===== config.mk =====
export PLATFORM = sky130hd
export DESIGN_NAME = pbus_arbiter
export DESIGN_NICKNAME = d
export VERILOG_FILES = /design/src/rtl/pbus_pkg.sv /design/src/rtl/pbus_arbiter_rr_picker.sv /design/src/rtl/pbus_arbiter.sv
export SDC_FILE = /design/constraint.sdc
export NUM_CORES = 1
export LEC_CHECK = 0
export BUFFER_PORTS_ARGS = -buffer_cell sky130_fd_sc_hd__buf_2
export CORE_MARGIN = 4
export CORE_UTILIZATION = 47
export CTS_BUF_LIST = sky130_fd_sc_hd__clkbuf_8
export DETAILED_ROUTE_END_ITERATION = 10
export PLACE_DENSITY = 0.85
export SLEW_MARGIN = 20
export SYNTH_ARGS = -nofsm -noshare
export SYNTH_HDL_FRONTEND = slang
export SYNTH_SLANG_ARGS = --single-unit

===== constraint.sdc =====
create_clock -name clk -period 3.4 [get_ports clk]
set_input_delay 0.17 -clock clk [delete_from_list [all_inputs] [get_ports clk]]
set_output_delay 0.17 -clock clk [all_outputs]
set_load 0.005 [all_outputs]

===== src/rtl/pbus_pkg.sv =====
// Shared encodings for the processor-bus arbiter.
// Bus op codes, FSM states and arbitration modes.
package pbus_pkg;

  localparam logic [1:0] PRW_IDLE  = 2'b00;
  localparam logic [1:0] PRW_READ  = 2'b01;
  localparam logic [1:0] PRW_WRITE = 2'b10;

  typedef enum logic [1:0] {
    S_IDLE,
    S_STROBE,
    S_WAIT,
    S_RESP
  } state_e;

  localparam int ARB_FIXED = 0;
  localparam int ARB_RR    = 1;

endpackage


===== src/rtl/pbus_arbiter_rr_picker.sv =====
// Winner selection for the bus arbiter.
// Picks the first set request at or after the start index.
module rr_picker #(
  parameter int N  = 2,
  parameter int IW = 1
) (
  input  logic [N-1:0]  req_i,
  input  logic [IW-1:0] ptr_i,
  input  logic          rr_i,
  output logic [IW-1:0] idx_o,
  output logic          vld_o
);

  assign vld_o = |req_i;

  // smallest circular distance from the start index wins
  always_comb begin
    int s;
    int d;
    int best;
    s     = rr_i ? int'(ptr_i) : 0;
    best  = N;
    d     = 0;
    idx_o = '0;
    for (int m = 0; m < N; m++) begin
      d = (m >= s) ? (m - s) : (m - s + N);
      if (req_i[m] && d < best) begin
        best  = d;
        idx_o = IW'(m);
      end
    end
  end

endmodule


===== src/rtl/pbus_arbiter.sv =====
// Multi-requester master for the PStrobe/PReady bus.
// One transaction at a time: strobe, wait, respond.
module pbus_arbiter
  import pbus_pkg::*;
#(
  parameter int N_REQ    = 2,
  parameter int AW       = 16,
  parameter int DW       = 32,
  parameter int ARB_MODE = 0,
  parameter int TIMEOUT  = 255
) (
  input  logic              clk,
  input  logic              rst,
  input  logic [N_REQ-1:0]  req,
  input  logic [2*N_REQ-1:0] req_rw,
  input  logic [3*N_REQ-1:0] req_f3,
  input  logic [AW*N_REQ-1:0] req_addr,
  input  logic [DW*N_REQ-1:0] req_wdata,
  output logic [N_REQ-1:0]  ack,
  output logic [N_REQ-1:0]  err,
  output logic [N_REQ-1:0]  stall,
  output logic [DW-1:0]     rdata,
  output logic              PStrobe,
  output logic [1:0]        PRW,
  output logic [2:0]        PF3,
  output logic [AW-1:0]     PAddress,
  output logic [DW-1:0]     PWData,
  output logic              PDataOE,
  input  logic [DW-1:0]     PRData,
  input  logic              PReady
);

  localparam int IW = (N_REQ > 1) ? $clog2(N_REQ) : 1;
  localparam int CW = $clog2(TIMEOUT + 1);
  localparam logic [N_REQ-1:0] ONE = N_REQ'(1);
  localparam logic [IW-1:0] LAST = IW'(N_REQ - 1);

  state_e          state_q;
  logic [IW-1:0]   win_q;
  logic [IW-1:0]   rr_q;
  logic [CW-1:0]   cnt_q;
  logic            strobe_q;
  logic [1:0]      prw_q;
  logic            oe_q;
  logic [2:0]      f3_q;
  logic [AW-1:0]   addr_q;
  logic [DW-1:0]   wd_q;
  logic [DW-1:0]   rdata_q;
  logic [N_REQ-1:0] ack_q;
  logic [N_REQ-1:0] err_q;

  logic [IW-1:0]   pick_idx;
  logic            pick_vld;
  logic [1:0]      rw_d;
  logic [2:0]      f3_d;
  logic [AW-1:0]   addr_d;
  logic [DW-1:0]   wd_d;

  rr_picker #(
    .N  (N_REQ),
    .IW (IW)
  ) u_pick (
    .req_i (req),
    .ptr_i (rr_q),
    .rr_i  (ARB_MODE == ARB_RR),
    .idx_o (pick_idx),
    .vld_o (pick_vld)
  );

  // mux the winning requester's fields; unknown ops become reads
  always_comb begin
    logic [1:0] op;
    op     = PRW_READ;
    f3_d   = '0;
    addr_d = '0;
    wd_d   = '0;
    for (int m = 0; m < N_REQ; m++) begin
      if (pick_idx == IW'(m)) begin
        op     = req_rw[m*2 +: 2];
        f3_d   = req_f3[m*3 +: 3];
        addr_d = req_addr[m*AW +: AW];
        wd_d   = req_wdata[m*DW +: DW];
      end
    end
    rw_d = (op == PRW_WRITE) ? PRW_WRITE : PRW_READ;
  end

  // transaction FSM with all bus and response outputs registered
  always_ff @(posedge clk or posedge rst) begin
    if (rst) begin
      state_q  <= S_IDLE;
      win_q    <= '0;
      rr_q     <= '0;
      cnt_q    <= '0;
      strobe_q <= 1'b0;
      prw_q    <= PRW_IDLE;
      oe_q     <= 1'b0;
      f3_q     <= '0;
      addr_q   <= '0;
      wd_q     <= '0;
      rdata_q  <= '0;
      ack_q    <= '0;
      err_q    <= '0;
    end else begin
      case (state_q)
        S_IDLE: begin
          if (pick_vld) begin
            win_q    <= pick_idx;
            strobe_q <= 1'b1;
            prw_q    <= rw_d;
            oe_q     <= (rw_d == PRW_WRITE);
            f3_q     <= f3_d;
            addr_q   <= addr_d;
            wd_q     <= wd_d;
            state_q  <= S_STROBE;
          end
        end
        S_STROBE: begin
          strobe_q <= 1'b0;
          cnt_q    <= '0;
          state_q  <= S_WAIT;
        end
        S_WAIT: begin
          if (PReady) begin
            if (prw_q == PRW_READ) rdata_q <= PRData;
            ack_q   <= ONE << win_q;
            prw_q   <= PRW_IDLE;
            oe_q    <= 1'b0;
            state_q <= S_RESP;
          end else if (cnt_q == CW'(TIMEOUT - 1)) begin
            ack_q   <= ONE << win_q;
            err_q   <= ONE << win_q;
            prw_q   <= PRW_IDLE;
            oe_q    <= 1'b0;
            state_q <= S_RESP;
          end else begin
            cnt_q <= cnt_q + 1'b1;
          end
        end
        S_RESP: begin
          ack_q <= '0;
          err_q <= '0;
          if (ARB_MODE == ARB_RR) begin
            rr_q <= (win_q == LAST) ? '0 : win_q + 1'b1;
          end
          state_q <= S_IDLE;
        end
        default: state_q <= S_IDLE;
      endcase
    end
  end

  assign ack      = ack_q;
  assign err      = err_q;
  assign stall    = req & ~ack_q;
  assign rdata    = rdata_q;
  assign PStrobe  = strobe_q;
  assign PRW      = prw_q;
  assign PF3      = f3_q;
  assign PAddress = addr_q;
  assign PWData   = wd_q;
  assign PDataOE  = oe_q;

endmodule


# Yosys cells after proc, flatten, opt, wreduce, memory -nomap -nowiden
# Cells that the tools add are included.
[op_classes]
n_addsub = 1
n_eq_ne = 12
bitwise_logic = 2
n_reduce_logical = 15
shift = 1
n_lt_le_gt_ge = 1
mux = 29
[op_table]
columns = ["op", "n"]
rows = [
  ["32-bit two-way mux", 1],
  ["2-bit two-way mux", 12],
  ["16-bit two-way mux", 1],
  ["8-bit two-way mux", 2],
  ["8-bit case mux with 2 select lines", 1],
  ["2-bit case mux with 2 select lines", 3],
  ["3-bit AND reduction", 4],
  ["8-bit by 1-bit adder with 8-bit output, second input constant", 1],
  ["2-bit == test, second input constant", 4],
  ["8-bit == test, second input constant", 1],
  ["2-bit != test, second input constant", 4],
  ["2-bit case mux with 4 select lines", 1],
  ["2-bit AND reduction", 4],
  ["2-bit nonzero test", 4],
  ["1-bit two-way mux", 5],
  ["2-bit by 1-bit == test with 1-bit output, second input constant", 2],
  ["1-bit case mux with 2 select lines", 2],
  ["3-bit two-way mux", 1],
  ["3-bit != test, second input constant", 1],
  ["2-bit bitwise AND", 1],
  ["2-bit zero test", 1],
  ["1-bit by 2-bit < comparator with 1-bit output, first input constant", 1],
  ["2-bit inverter", 1],
  ["2-bit OR reduction", 1],
  ["2 further kinds", 2],
]
[totals]
register_bits = 102
output_inout_bits = 93
input_bits = 143

# Longest topological paths before layout
# Gate-level depths: netlist (run 1).
[depth]
depth_word = 10
depth_mapped = 8
ltp_nobuf = 6

# Cells and area by module
# Synthesis (run 1) repeated with hierarchy kept, for this count alone.
[hier_totals]
cells_unflattened = 398
area_unflattened_um2 = 4538.1
[by_module_without_submodules]
columns = ["mod", "n_inst", "seq_area_each_um2", "cells_each", "area_per_inst_um2"]
rows = [
  ["pbus_arbiter", 1, 2527.4, 395, 4520.6],
  ["rr_picker", 1, 0.0, 3, 17.5],
]

# Worst setup path after synthesis (run 1)
# Ideal clock, no wire load.
[synth_path]
path_kind = "reg2reg"
start = "register state_q[0]"
end = "register rdata_q[0] (netlist: rdata[0])"
arrival_time_ns = 1.439
path_buffers = 2
stages_incl_launch_ff = 7
period_less_slack_ns = 1.563
slack_ns = 1.837
required_time_ns = 3.275
path_cell_list = "dfrtp_1 -> inv_1 -> ha_1 -> buf_2 -> nand4b_2 -> buf_2 -> mux2_2"
[synth_via]
elab_chain_len = 2
[synth_lines]
columns = ["item", "line_no", "text"]
rows = [
  ["from (decl)", "pbus_arbiter.sv:38", "state_e state_q;"],
  ["from (signal assigned)", "pbus_arbiter.sv:91", "state_q <= S_IDLE;"],
  ["from (signal assigned)", "pbus_arbiter.sv:115", "state_q <= S_STROBE;"],
  ["from (signal assigned)", "pbus_arbiter.sv:121", "state_q <= S_WAIT;"],
  ["2-bit == test", "pbus_arbiter.sv:105", "case (state_q)"],
  ["3-bit AND reduction (no line)", "-", ""],
  ["to (signal assigned)", "pbus_arbiter.sv:125", "if (prw_q == PRW_READ) rdata_q <= PRData;"],
  ["to (decl)", "pbus_arbiter.sv:48", "logic [DW-1:0] rdata_q;"],
]
# No other way between the ends.
# A chain may end at the register's enable or synchronous reset.

# Worst setup path in the final report (run 1)
[layout_path]
start = "register state_q[0]"
end = "register rdata_q[16] (netlist: rdata[16])"
# The elaborated chain is that of the path after synthesis.

==> summary.md, run 1 <==
| Metric | Value |
|---|---|
| Number of global-route vias before repair | `3714` |
| Worst endpoint required time | `3.64 ns` |
| Register Area | `2530 um2` |
| WL per Instance | `15.8 um` |
| Netlist Area Pre-Place | `4610 um2` |
| Average size of a mapped cell | `11.6 um2` |
| Hold buffers post-CTS | `0` |
| Ys Warns | `0` |
| Port bufs | `235` |
| CTS Sinks | `between 100 and 150` |
| Setup WS post-layout | `~0.75 ns` |
| Initial antenna violation count | `0` |
| Final Util | `0.648` |
| R2R depth | `4` |
| Crit-path slowest cell | `nand4b_2` |
| First-pass DRT Iterations | `4` |
| Site Rows | `35` |
| CTS buffer count | `9` |
| Worst Hold Slack | `-0.0463 ns` |
| WP data arrival | `about 2.9 ns` |
| Total track usage | `0.201` |
| Min Tclk post-route | `2.65 ns` |
| Failing checks | `negative hold slack` |
| Core area | `~9400 um2` |
| Unrepaired setup endpoints after global routing | `false` |
| Maximum vdd drop | `0.434 mV` |
| Vias per cell | `5.03` |
| Period utilization | `0.778` |
| Final Hold Viols | `76` |
| Status | `finished with violations` |
| Skew final | `approximately 0.015 ns` |
| CP Max Fanout | `32` |
| Sequential fraction of the synthesis area | `0.548` |
| Ys flop type | `dfrtp_1` |
| Max Clk Rate | `378 MHz` |
| Starting Density | `0.492` |
| Skew-Pair Late Insertion Delay | `0.36 ns` |
| Routability cong. | `0.800` |
| Clock buffer depth | `2` |
| Max-cap violations | `0` |
| Total wire length | `12000 um` |
| Die Area | `11500 um2` |
| Synthesis-stage register bit count | `101` |
| Share of cells above drive strength 1 | `0.476` |
| Setup TNS | `0 ns` |
| Pin count of the biggest net entering global routing | `90` |
| Startpoint Class | `register` |
| Worst R2R Start | `state_q[0]` |
| Area of the multi-input gates | `1920 um2` |
| Overflow after GRT | `0` |
| Leak pwr | `around 3.4 nW` |
| Final setup violation count | `0` |
| Dpl hpwl | `9330 um` |
| Post-route design area | `6070 um2` |
| Setup Buffers After CTS | `0` |
| Total power | `4.67 mW` |
| Syn nets | `roughly 550` |
| Worst-path cell chain | `inv_1, ha_1, nand4b_2, mux2_2` |
| Worst Hold Class | `input pin to async pin` |
| CTS H-tree lvls | `3` |
| Synth async-reset ratio | `1.00` |
| R2R Path End | `rdata[16]` |
| Die extent in x | `107 um` |
| EDFF count, synth | `0` |
| Post-place setup slack | `0.779 ns` |
| Via count | `approximately 3800` |
| Worst slew pin tran | `1.04 ns` |
| First-pass GRT wire length | `18300 um` |
| # DRC | `0` |
| Power per standard cell area | `768 nW/um2` |
| Starting DRC count in detailed routing | `118` |
| Worst setup EP type | `register` |
| R2r setup slk | `0.75 ns` |
| Slew headroom | `0.303` |
| Clock-pin slew on the worst setup and hold paths | `0.11 ns` |
| Fin nets | `slightly below 800` |
| CP Class | `register to register` |
| Filler cells | `772` |
| Vert. Die Dim | `~110 um` |
| Slew Limit Fails | `0` |
| Io pins | `236` |
| Root Buffer | `clkbuf_8` |
| Post-Place Cell Area | `5840 um2` |
| Resize count post-CTS | `0` |
| Post-synth cell types | `40` |
| Area grow syn2layout | `31.8%` |
| Biggest cell delay along the critical path | `0.89 ns` |
| Antenna Nets Post-Route | `0` |
| CTS tree | `built` |
| N_diodes | `0` |
| Mapped Cells | `397` |
[state kept, by name (all words and copies together), names as in the netlist]
signal,flops
PWData,32
state_q,2
PAddress,16
err,2
PDataOE,1
PStrobe,1
rdata,32
cnt_q,8
PRW,1
win_q,1
PF3,3
ack,2
[Yosys cell counts, types with 3 or more instances]
| library cell | n | area share |
|---|---|---|
| mux2_2 | 33 | 0.081 |
| dfrtp_1 | 101 | 0.55 |
| buf_2 | 12 | 0.013 |
| nand2b_1 | 3 | 0.0041 |
| o21ai_1 | 3 | 0.0033 |
| a21oi_1 | 3 | 0.0033 |
| buf_4 | 3 | 0.0049 |
| mux2i_1 | 54 | 0.12 |
| buf_6 | 5 | 0.012 |
| nor2_1 | 5 | 0.0041 |
| a22o_1 | 5 | 0.0095 |
| nand2_1 | 57 | 0.046 |
| inv_1 | 6 | 0.0049 |
| nor2b_1 | 3 | 0.0041 |
| o21ai_0 | 57 | 0.062 |
| nand3_1 | 8 | 0.0087 |
| nand4_1 | 3 | 0.0041 |
| clkbuf_1 | 4 | 0.0033 |
| ha_1 | 7 | 0.019 |
[worst max-delay path by stage]
stage,from,to,slack [ns],cells past startpoint
detailed placement,state_q[0],rdata[16],0.78,4
global placement,state_q[0],rdata[1],0.87,4
CTS,state_q[0],rdata[24],0.77,4
floorplan,rst,PAddress[0],0.58,1
finish,state_q[0],rdata[16],0.75,4
global route,state_q[0],rdata[24],0.60,4
[final cells by class]
type	instances	area share
Sequential cell	101	0.416
Multi-Input combinational cell	266	0.317
Timing Repair Buffer	239	0.199
Tap cell	129	0.0266
Clock buffer	9	0.0204
Clock inverter	7	0.0171
Inverter	6	0.00453
[metrics by stage]
stage	hold WS, ns	std cells
global route	0.00503	757
global placement	0.401	741
CTS	0.0131	757
detailed placement	0.406	741
floorplan	0.260	397
finish	-0.0463	757
[power by group]
group	internal (mW)	total [mW]	switching (mW)
combinational	0.843	1.76	0.914
clock	0.425	0.852	0.427
sequential	1.74	2.06	0.313
[per-layer routing]
metal	vias to the layer above	share of wire	track usage
met2	144	0.52	0.356
li1	1843	-	-
met1	1801	0.38	0.236
met4	0	0.020	0.0694
met5	-	0	0
met3	23	0.073	0.0530
[layout by cell type (no fill, tap or decap), types with 2 or more instances in the layout]
cell type,synthesis,layout
ha_1,7,7
bufinv_16,0,2
a31oi_1,2,2
dfrtp_1,101,101
nor3_1,2,2
o21ai_0,57,57
buf_2,12,235
nand3_1,8,8
a22o_1,5,5
o21ai_1,3,2
nor2_1,5,5
o21a_1,2,2
buf_4,3,4
nand2_1,57,57
nand2b_1,3,2
clkbuf_8,0,9
a2bb2oi_1,2,2
nor2b_1,3,3
inv_1,6,5
nand4_1,3,3
inv_6,0,3
mux2_2,33,33
clkinvlp_4,0,2
a21oi_1,3,3
mux2i_1,54,54
[worst max-delay path: cells and delay by family (launching register included)]
kind                     cells  cell delay, ns
adder cells (fa/ha/maj)      1            0.48
buffers and inverters        1            0.13
flip-flops                   1            0.41
AND/OR/NAND/NOR              1            0.89
multiplexers                 1            0.61
[logic make-up after synthesis]
family          after synthesis  synth area share
compound gates               82             0.104
flops                       101             0.548
xor+xnor                      1           0.00190
fa+ha+maj                     7            0.0190
mux                          87             0.198
buf+inv                      30            0.0383
simple gates                 89            0.0907
Note: power is estimated with default switching activity, not from simulation.
==> run 2: changes to the inputs <==
Clock period 3.4 ns to 2.5 ns, I/O delays scaled along.
==> run 2 against run 1 <==
Compared with the run above: the run now ends clean; via count grew 4.2%; die area is the same; sequential power is 37% higher; sequential share of layout area shrank 2.0 points; clock skew about the same; combinational power rose by 44%; highest routed layer unchanged; sequential cell count did not move; core utilization increased by 3.2 points; global-route usage grew 3.5 points; clock power up 14%.
==> summary.md, run 2 (synthesized netlist as in run 1, its figures left out) <==
| Metric | Value |
|---|---|
| Overflow after GRT | `0 (unchanged)` |
| Setup Buffers After CTS | `0 (unchanged)` |
| Core area | `9370 um2 (unchanged)` |
| Commonest non-fill, non-tap cell in the layout | `buf_2` |
| N_diodes | `0 (unchanged)` |
| Root Buffer | `clkbuf_8` |
| Total track usage | `0.237 (+0.0353)` |
| WL per Instance | `17.3 um (+9.8%)` |
| Routability cong. | `0.806 (+0.85%)` |
| Die extent in x | `107 um (unchanged)` |
| Startpoint Class | `register` |
| Final Util | `0.681 (+0.0324)` |
| WP data arrival | `2.22 ns (-0.67 ns)` |
| Worst Hold Class | `input pin to register` |
| CTS tree | `built` |
| Initial antenna violation count | `0 (unchanged)` |
| Non-Filler Instances | `789 (+4.2%)` |
| Filler cells | `723 (-6.3%)` |
| Worst slew pin tran | `0.779 ns (-0.263 ns)` |
| Area grow syn2layout | `38.4%` |
| Starting Density | `0.492 (unchanged)` |
| Skew-Pair Late Insertion Delay | `0.36 ns (about the same)` |
| Setup TNS | `0 ns (unchanged)` |
| Period utilization | `0.792 (+0.0130)` |
| CTS Sinks | `101 (unchanged)` |
| Area of the multi-input gates | `1920 um2 (unchanged)` |
| Switching power | `2.35 mW (+42%)` |
| Vert. Die Dim | `107 um (unchanged)` |
| Via count | `3972 (+4.2%)` |
| Leak pwr | `3.51 nW (+3.7%)` |
| Clk pwr share | `0.153 (-0.030)` |
| CP Class | `register to register` |
| Unrepaired setup endpoints after global routing | `false` |
| CTS H-tree lvls | `3 (unchanged)` |
| Clock buffer depth | `2 (unchanged)` |
| Internal power | `3.99 mW (+32%)` |
| Final Hold Viols | `0 (-100%)` |
| Pin count of the biggest net entering global routing | `70 (-22%)` |
| Max Clk Rate | `505 MHz (+34%)` |
| Io pins | `236 (unchanged)` |
| Total wire length | `13700 um (+14%)` |
| Register Area | `2530 um2 (unchanged)` |
| Fin nets | `805 (+4.1%)` |
| First-pass DRT Iterations | `4 (unchanged)` |
| Dpl hpwl | `9670 um (+3.6%)` |
| Status | `finished, final reports clean` |
| Antenna Nets Post-Route | `0 (unchanged)` |
| Placed cells | `745 (+0.54%)` |
| Slew headroom | `0.480 (+0.176)` |
| Slew Limit Fails | `0 (unchanged)` |
| Worst endpoint required time | `2.74 ns (-0.90 ns)` |
| Worst setup EP type | `register` |
| Final setup violation count | `0 (unchanged)` |
| Port bufs | `235 (unchanged)` |
| Commonest non-fill, non-tap cells in the layout | `buf_2, dfrtp_1, nand2_1, o21ai_0, mux2i_1` |
| Die Area | `11500 um2 (unchanged)` |
| Skew final | `0.0146 ns (-0.000412 ns)` |
| Register share of total power | `0.445 (+0.004)` |
| Number of global-route vias before repair | `4191 (+13%)` |
| Site Rows | `35 (unchanged)` |
| Min Tclk post-route | `1.98 ns (-0.668 ns)` |
| CP Max Fanout | `12 (-63%)` |
| Combinational power share | `0.402 (+0.025)` |
| Starting DRC count in detailed routing | `146 (+24%)` |
| CTS buffer count | `9 (unchanged)` |
| Share of cells above drive strength 1 | `0.461 (-0.0155)` |
| Max-cap violations | `0 (unchanged)` |
| Total power | `6.34 mW (+36%)` |
| Maximum vdd drop | `0.624 mV (+44%)` |
| Switching part of the total | `0.370 (+0.0159)` |
| # DRC | `0 (unchanged)` |
| Power per standard cell area | `993 nW/um2 (+29%)` |
| Vias per cell | `5.03 (about the same)` |
| First-pass GRT wire length | `21300 um (+17%)` |
| Clock-pin slew on the worst setup and hold paths | `0.10 ns (about the same)` |
run 2: cell count changes in the layout (fill, tap and decap cells not counted), sizes merged:
cell	delta
clkinv	+1
buf	+5
inv	-1
bufinv	-2
clkinvlp	+2
dlygate4sd3	+27
run 2: metal layers:
layer	part of all wire	GRT usage	wire length (um)	up-vias
met5	0	0	0	-
met1	0.37	0.267	5040	1862
met2	0.54	0.446	7440	176
met4	0.018	0.0676	243	0
met3	0.070	0.0488	958	21
li1	-	-	-	1913
run 2: cell type report:
| cell class | count | area share |
|---|---|---|
| clock buffers | 9 | 0.0194 |
| clock inverters | 7 | 0.00883 |
| inverters | 6 | 0.00412 |
| multi-input cells | 266 | 0.302 |
| flip-flops and latches | 101 | 0.396 |
| well taps | 129 | 0.0253 |
| repair buffers | 271 | 0.244 |
run 2: metrics by stage:
stage | cell area [um2] | hold WS (ns) | worst slack, ns
after detailed placement | 5900 | 0.294 | 0.587
after global routing | 6380 | 0.00597 | 0.428
after floorplan | 4610 | 0.215 | 0.937
after global placement | 5900 | 0.283 | 0.728
after CTS | 6350 | 0.00388 | 0.569
final | 6380 | 0.0217 | 0.521
run 2: critical path, stage by stage (launching register included):
cell	delay, ns
dfrtp_1	0.40
inv_1	0.10
ha_1	0.30
buf_4	0.21
nand2b_1	0.16
a21o_2	0.25
o21ai_0	0.19
a22o_1	0.26
run 2: what timing repair did:
action | in CTS | in global routing
hold endpoints to repair | 58 | 0
hold buffers | 27 | 0
gates resized for setup | 0 | 0
run 2: worst paths after layout:
check,from,endpoint,slack [ns],cells after the start
setup reg to reg,state_q[0],ack[0],0.52,7
hold / removal,PRData[31],rdata[31],0.02,2
setup / recovery,state_q[0],ack[0],0.52,7
max in group asynchronous,rst,rdata[30],1.21,4
min in group asynchronous,rst,PWData[1],0.48,3
hold reg to reg,PAddress[5],PAddress[5],0.48,2
run 2: power by group through the flow:
| stage | sequential [mW] | combinational (mW) | clock, mW |
|---|---|---|---|
| after global placement | 2.78 | 2.33 | 0 |
| after detailed placement | 2.82 | 2.47 | 0 |
| after global routing | 2.90 | 2.83 | 1.06 |
| final | 2.82 | 2.54 | 0.972 |
| after CTS | 2.79 | 2.51 | 0.994 |
| after floorplan | 2.85 | 1.24 | 0 |
